### src/rtl/uart_pkg.sv
// rtl/uart_pkg.sv - shared UART receiver types and protocol constants
package uart_pkg;

    typedef enum logic [2:0] {
        S_IDLE,
        S_START,
        S_DATA,
        S_STOP,
        S_BREAK
    } rx_state_t;

    // Framing bytes understood by the downstream packet parser.
    localparam logic [7:0] START_BYTE = 8'hFF;
    localparam logic [7:0] TRAIN_BYTE = 8'hF0;
    localparam logic [7:0] TEST_BYTE  = 8'h0F;

    localparam int DEFAULT_OVERSAMPLE = 16;

endpackage

### src/rtl/sync_ff.sv
// rtl/sync_ff.sv - multi-flop synchroniser for an asynchronous single-bit input
module sync_ff #(
    parameter int   STAGES    = 2,
    parameter logic RESET_VAL = 1'b1
) (
    input  logic clk_i,
    input  logic rst_i,
    input  logic d_i,
    output logic q_o
);

    logic [STAGES-1:0] sync_q;

    always_ff @(posedge clk_i) begin
        if (rst_i) begin
            sync_q <= {STAGES{RESET_VAL}};
        end else begin
            sync_q <= {sync_q[STAGES-2:0], d_i};
        end
    end

    assign q_o = sync_q[STAGES-1];

endmodule

### src/rtl/uart_rx.sv
// rtl/uart_rx.sv - oversampling 8N1 UART receiver with glitch rejection and majority vote
module uart_rx
    import uart_pkg::*;
#(
    parameter int OVERSAMPLE  = DEFAULT_OVERSAMPLE,
    parameter int SYNC_STAGES = 2
) (
    input  logic       uart_sampling_clk,
    input  logic       rst,
    input  logic       rx,
    output logic [7:0] uart_byte,
    output logic       data_rdy,
    output logic       framing_err,
    output logic       busy
);

    localparam int M  = OVERSAMPLE / 2;
    localparam int TW = $clog2(OVERSAMPLE);

    localparam logic [TW-1:0] TICK_LAST = TW'(OVERSAMPLE - 1);
    localparam logic [TW-1:0] TICK_VA   = TW'(M - 1);
    localparam logic [TW-1:0] TICK_VB   = TW'(M);
    localparam logic [TW-1:0] TICK_VC   = TW'(M + 1);

    logic            rx_s;
    rx_state_t       state_q;
    logic [TW-1:0]   tick_q;
    logic [TW-1:0]   tick_d;
    logic [2:0]      bit_idx_q;
    logic [7:0]      shreg_q;
    logic            s_a_q;
    logic            s_b_q;
    logic            vote;
    logic [7:0]      uart_byte_q;
    logic            data_rdy_q;
    logic            framing_err_q;
    logic            busy_q;

    sync_ff #(
        .STAGES    (SYNC_STAGES),
        .RESET_VAL (1'b1)
    ) u_rx_sync (
        .clk_i (uart_sampling_clk),
        .rst_i (rst),
        .d_i   (rx),
        .q_o   (rx_s)
    );

    // Third vote sample is the live rx_s at tick M+1.
    assign vote = (s_a_q & s_b_q) | (s_a_q & rx_s) | (s_b_q & rx_s);

    always_comb begin
        tick_d = (tick_q == TICK_LAST) ? '0 : tick_q + 1'b1;
    end

    always_ff @(posedge uart_sampling_clk) begin
        if (rst) begin
            state_q       <= S_IDLE;
            tick_q        <= '0;
            bit_idx_q     <= 3'd0;
            shreg_q       <= 8'h00;
            s_a_q         <= 1'b1;
            s_b_q         <= 1'b1;
            uart_byte_q   <= 8'h00;
            data_rdy_q    <= 1'b0;
            framing_err_q <= 1'b0;
            busy_q        <= 1'b0;
        end else begin
            data_rdy_q    <= 1'b0;
            framing_err_q <= 1'b0;

            if (tick_q == TICK_VA) s_a_q <= rx_s;
            if (tick_q == TICK_VB) s_b_q <= rx_s;

            case (state_q)
                S_IDLE: begin
                    tick_q    <= '0;
                    bit_idx_q <= 3'd0;
                    busy_q    <= 1'b0;
                    if (!rx_s) begin
                        state_q <= S_START;
                        busy_q  <= 1'b1;
                    end
                end

                S_START: begin
                    tick_q <= tick_d;
                    if (tick_q == TICK_VC && vote) begin
                        state_q <= S_IDLE;
                        tick_q  <= '0;
                        busy_q  <= 1'b0;
                    end else if (tick_q == TICK_LAST) begin
                        state_q   <= S_DATA;
                        bit_idx_q <= 3'd0;
                    end
                end

                S_DATA: begin
                    tick_q <= tick_d;
                    if (tick_q == TICK_VC) begin
                        shreg_q <= {vote, shreg_q[7:1]};
                    end
                    if (tick_q == TICK_LAST) begin
                        if (bit_idx_q == 3'd7) begin
                            state_q <= S_STOP;
                        end else begin
                            bit_idx_q <= bit_idx_q + 3'd1;
                        end
                    end
                end

                // Leave at the stop-bit mid-sample so a following start edge is not missed.
                S_STOP: begin
                    tick_q <= tick_d;
                    if (tick_q == TICK_VC) begin
                        tick_q <= '0;
                        if (vote) begin
                            uart_byte_q <= shreg_q;
                            data_rdy_q  <= 1'b1;
                            state_q     <= S_IDLE;
                            busy_q      <= 1'b0;
                        end else begin
                            framing_err_q <= 1'b1;
                            state_q       <= S_BREAK;
                        end
                    end
                end

                S_BREAK: begin
                    tick_q <= '0;
                    if (rx_s) begin
                        state_q <= S_IDLE;
                        busy_q  <= 1'b0;
                    end
                end

                default: begin
                    state_q <= S_IDLE;
                    tick_q  <= '0;
                    busy_q  <= 1'b0;
                end
            endcase
        end
    end

    assign uart_byte   = uart_byte_q;
    assign data_rdy    = data_rdy_q;
    assign framing_err = framing_err_q;
    assign busy        = busy_q;

endmodule
### config.mk
export PLATFORM = sky130hd
export DESIGN_NAME = uart_rx
export DESIGN_NICKNAME = d
export VERILOG_FILES = /design/src/rtl/uart_pkg.sv /design/src/rtl/sync_ff.sv /design/src/rtl/uart_rx.sv
export SDC_FILE = /design/constraint.sdc
export NUM_CORES = 1
export LEC_CHECK = 0
export CAP_MARGIN = 10
export CELL_PAD_IN_SITES_DETAIL_PLACEMENT = 1
export CELL_PAD_IN_SITES_GLOBAL_PLACEMENT = 2
export CORE_ASPECT_RATIO = 0.5
export CORE_UTILIZATION = 38
export DETAILED_ROUTE_END_ITERATION = 10
export GPL_TIMING_DRIVEN = 0
export PLACE_DENSITY_LB_ADDON = 0.1
export SLEW_MARGIN = 20
export SYNTH_ARGS = -nofsm -noshare
export SYNTH_HDL_FRONTEND = slang
export SYNTH_SLANG_ARGS = --single-unit
### constraint.sdc
create_clock -name uart_sampling_clk -period 2.55 [get_ports uart_sampling_clk]
set_input_delay 0.51 -clock uart_sampling_clk [delete_from_list [all_inputs] [get_ports uart_sampling_clk]]
set_output_delay 0.51 -clock uart_sampling_clk [all_outputs]
set_load 0.1 [all_outputs]
== Word-level counts from Yosys, hierarchy flattened ==
Index checks and enable logic that the tools add are counted.
Word-level totals
  output and inout port bits: 11
  register bits after elaboration: 33
  word-level logic and storage cells: 76
  input port bits: 3
Cells by class
  eq/ne operators: 20
  reduce and logical (&&, ||, !) cells: 9
  bitwise operators: 8
  muxes and demuxes: 26
  add/subtract/negate cells: 2
Operators with widths (count)
  2-to-1 mux 3 bit: 12
  != test 2 bit, second input constant: 9
  case mux 3 bit (5 select lines): 1
  equality test 4 bit, second input constant: 3
  2-to-1 mux 4 bit: 3
  case mux 4 bit (3 select lines): 1
  AND reduction 5 bit: 2
  case mux 3 bit (3 select lines): 1
  2-to-1 mux 1 bit: 7
  equality test 3 x 2 -> 1 bit, second input constant: 2
  equality test 3 bit, second input constant: 2
  AND reduction 6 bit: 1
  case mux 1 bit (5 select lines): 1
  adder 4 x 1 -> 4 bit, second input constant: 1
  equality test 4 x 3 -> 1 bit, second input constant: 1
  adder 3 x 1 -> 3 bit, second input constant: 1
  AND 1 bit: 3
  equality test 3 x 1 -> 1 bit, second input constant: 1
  zero test 3 bit: 1
  != test 3 bit, second input constant: 1
  NOT 1 bit: 3
  AND reduction 3 bit: 1
  nonzero test 3 bit: 1
  OR reduction 3 bit: 1
  4 further kinds: 5

== Longest topological paths before layout ==
  depth in word-level cells: 6
  gate-level depth with buffers: 7

== Hierarchy ==
From an unflattened synthesis, not the netlist that was laid out.
Unflattened totals
  cell total of the unflattened synthesis: 139
  area total of the unflattened synthesis: 1370.1 sq um
By module, submodules not included
  uart_rx: times used 1, area each 1317.5 sq um, cells an instance 135, sequential area each 620.6 sq um
  sync_ff: times used 1, area each 52.6 sq um, cells an instance 4, sequential area each 40.0 sq um

== Worst setup path before layout ==
OpenSTA, ideal clock, no wires.
  path kind: register to register
  start: reg, netlist name busy
  end: reg busy_q (netlist: busy)
  setup slack: 1.068 ns
  cell stages (with the launch flop): 5
  clock period less this slack: 1.482 ns
  setup time: 0.065 ns
  arrival time: 1.417 ns
  data required time: 2.485 ns
  path buffers: 0
  cells stage by stage: dfxtp_1 nor2b_1 o31ai_1 a21oi_1 nor2_1
RTL lines
  end signal, assigned: line uart_rx.sv:67  | busy_q <= 1'b0;
  end signal, assigned: line uart_rx.sv:79  | busy_q <= 1'b0;
  end signal, assigned: line uart_rx.sv:82  | busy_q <= 1'b1;
  end, declared: line uart_rx.sv:37  | logic busy_q;

== Final worst setup path ==
  start: reg busy_q (netlist: busy)
  end: out busy
RTL lines
  end, declared: line uart_rx.sv:14  | output logic busy
No word-level cell between the ends.

==> impl_metrics.xml <==
<?xml version="1.0" encoding="UTF-8"?>
<metrics>
  <group name="synthesis">
    <metric name="synth-edff-count" unit="">0</metric>
    <metric name="syn-cell-area" unit="mm^2">0.00142</metric>
    <metric name="synth_fa_ha_area_frac" unit="">0.0521</metric>
    <metric name="synthFlopType" unit="">sky130_fd_sc_hd__dfxtp_1</metric>
    <metric name="synth_area_per_cell" unit="um^2">9.91</metric>
    <metric name="netlist-cell-type-count" unit="">35</metric>
    <metric name="main_combinational_cell_family_by_area_after_synthesis" unit="">simple AND/OR/NAND/NOR gates</metric>
    <metric name="synth.area.mux_share" unit="">0.141</metric>
    <metric name="synth_async_sr_flop_share" unit="">0</metric>
    <metric name="ys_seq_area_frac" unit="">0.466</metric>
    <metric name="synth_xor_xnor_area_share" unit="">0.00618</metric>
    <metric name="synth_seq_cells" unit="">33</metric>
    <metric name="synthesis.nets" unit="">151</metric>
    <metric name="post-synth-top-area-cell" unit="">sky130_fd_sc_hd__dfxtp_1</metric>
    <metric name="synth_simple_gate_area_share" unit="">0.219</metric>
    <metric name="syn_inst" unit="">143</metric>
    <metric name="ys_warn_count" unit="">0</metric>
    <metric name="ys_top_cells_by_area" unit="">sky130_fd_sc_hd__dfxtp_1, sky130_fd_sc_hd__mux2i_1, sky130_fd_sc_hd__nor2_1</metric>
    <metric name="synth_compound_area_frac" unit="">0.0794</metric>
    <metric name="post-synth-top-area-fraction" unit="">0.466</metric>
  </group>
  <group name="die">
    <metric name="core" unit="mm^2">0.00349</metric>
    <metric name="num_io_pins" unit="">14</metric>
    <metric name="die_w" unit="um">88.4</metric>
    <metric name="die-height" unit="um">45.2</metric>
    <metric name="rows" unit="">15</metric>
    <metric name="floorplan.initialDensity" unit="">0.406</metric>
    <metric name="dieArea" unit="mm^2">0.00399</metric>
  </group>
  <group name="grt">
    <metric name="grt_pass1_vias" unit="">1001</metric>
    <metric name="initial_antenna_violation_count" unit="">0</metric>
    <metric name="grt_first_pass_wirelength" unit="mm">4.81</metric>
    <metric name="track_usage" unit="">0.165</metric>
    <metric name="grt_max_degree" unit="">12</metric>
    <metric name="grt_overflow" unit="">0</metric>
  </group>
  <group name="layout">
    <metric name="stdcell_area" unit="mm^2">0.00173</metric>
    <metric name="antenna_cells_inserted" unit="">0</metric>
    <metric name="syn_to_final_growth" unit="%">22.2</metric>
    <metric name="net_total_in_the_final_layout" unit="">171</metric>
    <metric name="final_layout_size_suffix_gt1_frac" unit="">0.110</metric>
    <metric name="n_fill_cell" unit="">407</metric>
    <metric name="instances_no_fill" unit="">215</metric>
    <metric name="mostFrequentLayoutCell" unit="">sky130_fd_sc_hd__dfxtp_1</metric>
    <metric name="layout.cells.most_common_list" unit="">sky130_fd_sc_hd__dfxtp_1, sky130_fd_sc_hd__nor2_1, sky130_fd_sc_hd__mux2i_1, sky130_fd_sc_hd__clkdlybuf4s50_1</metric>
  </group>
  <group name="drt">
    <metric name="wl_met2" unit="mm">1.24</metric>
    <metric name="detailedRoute.firstIterationViolations" unit="">46</metric>
    <metric name="met3_wire_len" unit="um">107</metric>
    <metric name="m1WireLength" unit="mm">1.49</metric>
    <metric name="final_antenna_net_count" unit="">0</metric>
    <metric name="route.final.wire_length" unit="mm">2.86</metric>
    <metric name="drc_errors" unit="">0</metric>
    <metric name="vias" unit="">1058</metric>
    <metric name="detailedRoute.firstPassIterationCount" unit="">4</metric>
    <metric name="wire_per_inst" unit="um">13.3</metric>
    <metric name="top_signal_layer_used" unit="">met4</metric>
    <metric name="detail_routed_via_count_per_cell" unit="">4.92</metric>
  </group>
  <group name="pwr">
    <metric name="power_density" unit="mW/mm^2">619</metric>
    <metric name="leakagePower" unit="nW">0.737</metric>
    <metric name="ir_worst_vdd" unit="mV">0.313</metric>
  </group>
  <group name="sta">
    <metric name="final.period_utilization" unit="">0.905</metric>
    <metric name="setup_viol_count_final" unit="">0</metric>
    <metric name="setup_repair_after_global_routing_missed_its_margin" unit="">false</metric>
    <metric name="fin_tns_setup" unit="ps">0</metric>
    <metric name="period_minus_slack" unit="ps">2310</metric>
    <metric name="hold_slack" unit="ps">425</metric>
    <metric name="finalClockSkew" unit="ps">3.02</metric>
    <metric name="finalHoldViolCount" unit="">0</metric>
    <metric name="slew_viol_final" unit="">0</metric>
    <metric name="clock.fmax" unit="GHz">0.433</metric>
    <metric name="max-slew-margin-rel" unit="">0.350</metric>
    <metric name="worst-slew-pin-transition" unit="ps">971</metric>
  </group>
  <group name="clock_tree">
    <metric name="postCtsSetupBuffers" unit="">0</metric>
    <metric name="clk_root_buffer_cell" unit="">sky130_fd_sc_hd__clkbuf_8</metric>
    <metric name="cts-buffers-inserted" unit="">5</metric>
    <metric name="cts.reportedPaths.clkPinSlew" unit="ps">70</metric>
    <metric name="cts_tree" unit="">done</metric>
    <metric name="cts-hold-fix-buffers" unit="">0</metric>
    <metric name="htreeDepth" unit="">2</metric>
    <metric name="max-clock-path-buffers" unit="">2</metric>
    <metric name="number_of_clock_sinks" unit="">33</metric>
    <metric name="clock_insertion_delay_worst_skew" unit="ps">280</metric>
    <metric name="postCtsResizedCells" unit="">0</metric>
  </group>
  <group name="placed_design">
    <metric name="portBuffers" unit="">13</metric>
    <metric name="placed_instances" unit="">207</metric>
    <metric name="placed_area" unit="mm^2">0.00161</metric>
    <metric name="place.gp.congestion" unit="">0.701</metric>
    <metric name="hpwl" unit="mm">1.99</metric>
  </group>
  <group name="worst_setup_path">
    <metric name="cp-start-kind" unit="">register</metric>
    <metric name="worst-endpoint-arrival" unit="ps">1800</metric>
    <metric name="worstRegToRegCells" unit="">5</metric>
    <metric name="critical_path_cell_count" unit="">1</metric>
    <metric name="worstPathCellList" unit="">clkdlybuf4s50_1</metric>
    <metric name="timing.critical_path.buf_inv" unit="">1</metric>
    <metric name="crit_required" unit="ps">2040</metric>
    <metric name="reg2reg_setup_slack" unit="ps">990</metric>
    <metric name="critical_path_peak_fanout" unit="">4</metric>
    <metric name="critical_path.max_stage_delay" unit="ps">1140</metric>
    <metric name="end_kind" unit="">output pin</metric>
    <metric name="critical_path_class" unit="">register to output pin</metric>
    <metric name="critPathTopFamily" unit="">buffers and inverters</metric>
    <metric name="cpMaxStageDelayCell" unit="">sky130_fd_sc_hd__clkdlybuf4s50_1</metric>
  </group>
  <group name="run">
    <metric name="drv_cap" unit="">0</metric>
  </group>
  <group name="min_path">
    <metric name="hp-class" unit="">register to register</metric>
    <metric name="worst_hold_path_cell_count" unit="">1</metric>
  </group>
  <group name="status">
    <metric name="run_status" unit="">finished clean</metric>
  </group>
</metrics>
-- worst paths after layout --
kind                                       start                             end
hold / removal    u_rx_sync.sync_q[0]$_SDFF_PP1_  u_rx_sync.sync_q[1]$_SDFF_PP1_
hold reg to reg   u_rx_sync.sync_q[0]$_SDFF_PP1_  u_rx_sync.sync_q[1]$_SDFF_PP1_
setup / recovery               busy$_SDFFE_PP0P_                            busy
setup reg to reg            tick_q[0]$_SDFF_PP0_       bit_idx_q[2]$_SDFFE_PP0P_
-- cells in the mapped netlist (2+ instances only) --
library cell	instances
sky130_fd_sc_hd__ha_1	5
sky130_fd_sc_hd__clkbuf_1	3
sky130_fd_sc_hd__inv_1	5
sky130_fd_sc_hd__nor2_1	24
sky130_fd_sc_hd__dfxtp_1	33
sky130_fd_sc_hd__nand3b_1	2
sky130_fd_sc_hd__or2_2	2
sky130_fd_sc_hd__nand2_1	4
sky130_fd_sc_hd__nand2b_1	6
sky130_fd_sc_hd__o21ai_0	2
sky130_fd_sc_hd__nand3_1	3
sky130_fd_sc_hd__a21oi_1	6
sky130_fd_sc_hd__nor3_1	4
sky130_fd_sc_hd__nor2b_1	2
sky130_fd_sc_hd__and3_1	2
sky130_fd_sc_hd__buf_2	2
sky130_fd_sc_hd__mux2i_1	20
-- area by class of cell --
class / count / area [um^2] / share of cell area
multi-input combinational: 99 / 706 / 0.408
sequential: 33 / 661 / 0.382
timing repair buffer: 13 / 130 / 0.0751
clock buffer: 6 / 82.6 / 0.0477
tap: 51 / 63.8 / 0.0368
clock inverter: 2 / 37.5 / 0.0217
buffer: 6 / 32.5 / 0.0188
inverter: 5 / 18.8 / 0.0108
-- kinds of logic after synthesis --
logic type	count (synthesis)
DFF	33
muxes	20
AOI/OAI and AO/OA	16
buffers and inverters	11
adders and majority gates	6
and+or+nand+nor	56
xor gates and xnor gates	1
-- registers in the layout (all words and copies together), names as in the netlist --
| register | flops |
|---|---|
| bit_idx_q | 3 |
| busy | 1 |
| data_rdy | 1 |
| framing_err | 1 |
| s_a_q | 1 |
| s_b_q | 1 |
| shreg_q | 8 |
| state_q | 3 |
| tick_q | 4 |
| u_rx_sync.sync_q | 2 |
| uart_byte | 8 |
-- routing by layer --
layer | up-vias | track usage
met5 | - | 0
met4 | 0 | 0.0581
met3 | 4 | 0.0603
met2 | 14 | 0.245
met1 | 507 | 0.224
li1 | 533 | -
-- power by group --
| part | internal [mW] | leakage [nW] | switching [mW] |
|---|---|---|---|
| logic | 0.0122 | 0.413 | 0.0225 |
| clock network | 0.318 | 0.0574 | 0.198 |
| registers | 0.519 | 0.267 | 0.00307 |
-- stage by stage --
| step | total power [mW] | util | setup slack [ps] |
|---|---|---|---|
| after global routing | 1.12 | 0.496 | 197 |
| after CTS | 1.09 | 0.496 | 232 |
| after global placement | 0.568 | 0.462 | 469 |
| final | 1.07 | 0.496 | 242 |
| after detailed placement | 0.568 | 0.462 | 400 |
| after floorplan | 0.556 | - | 1070 |
(Power assumes the default switching activity.)
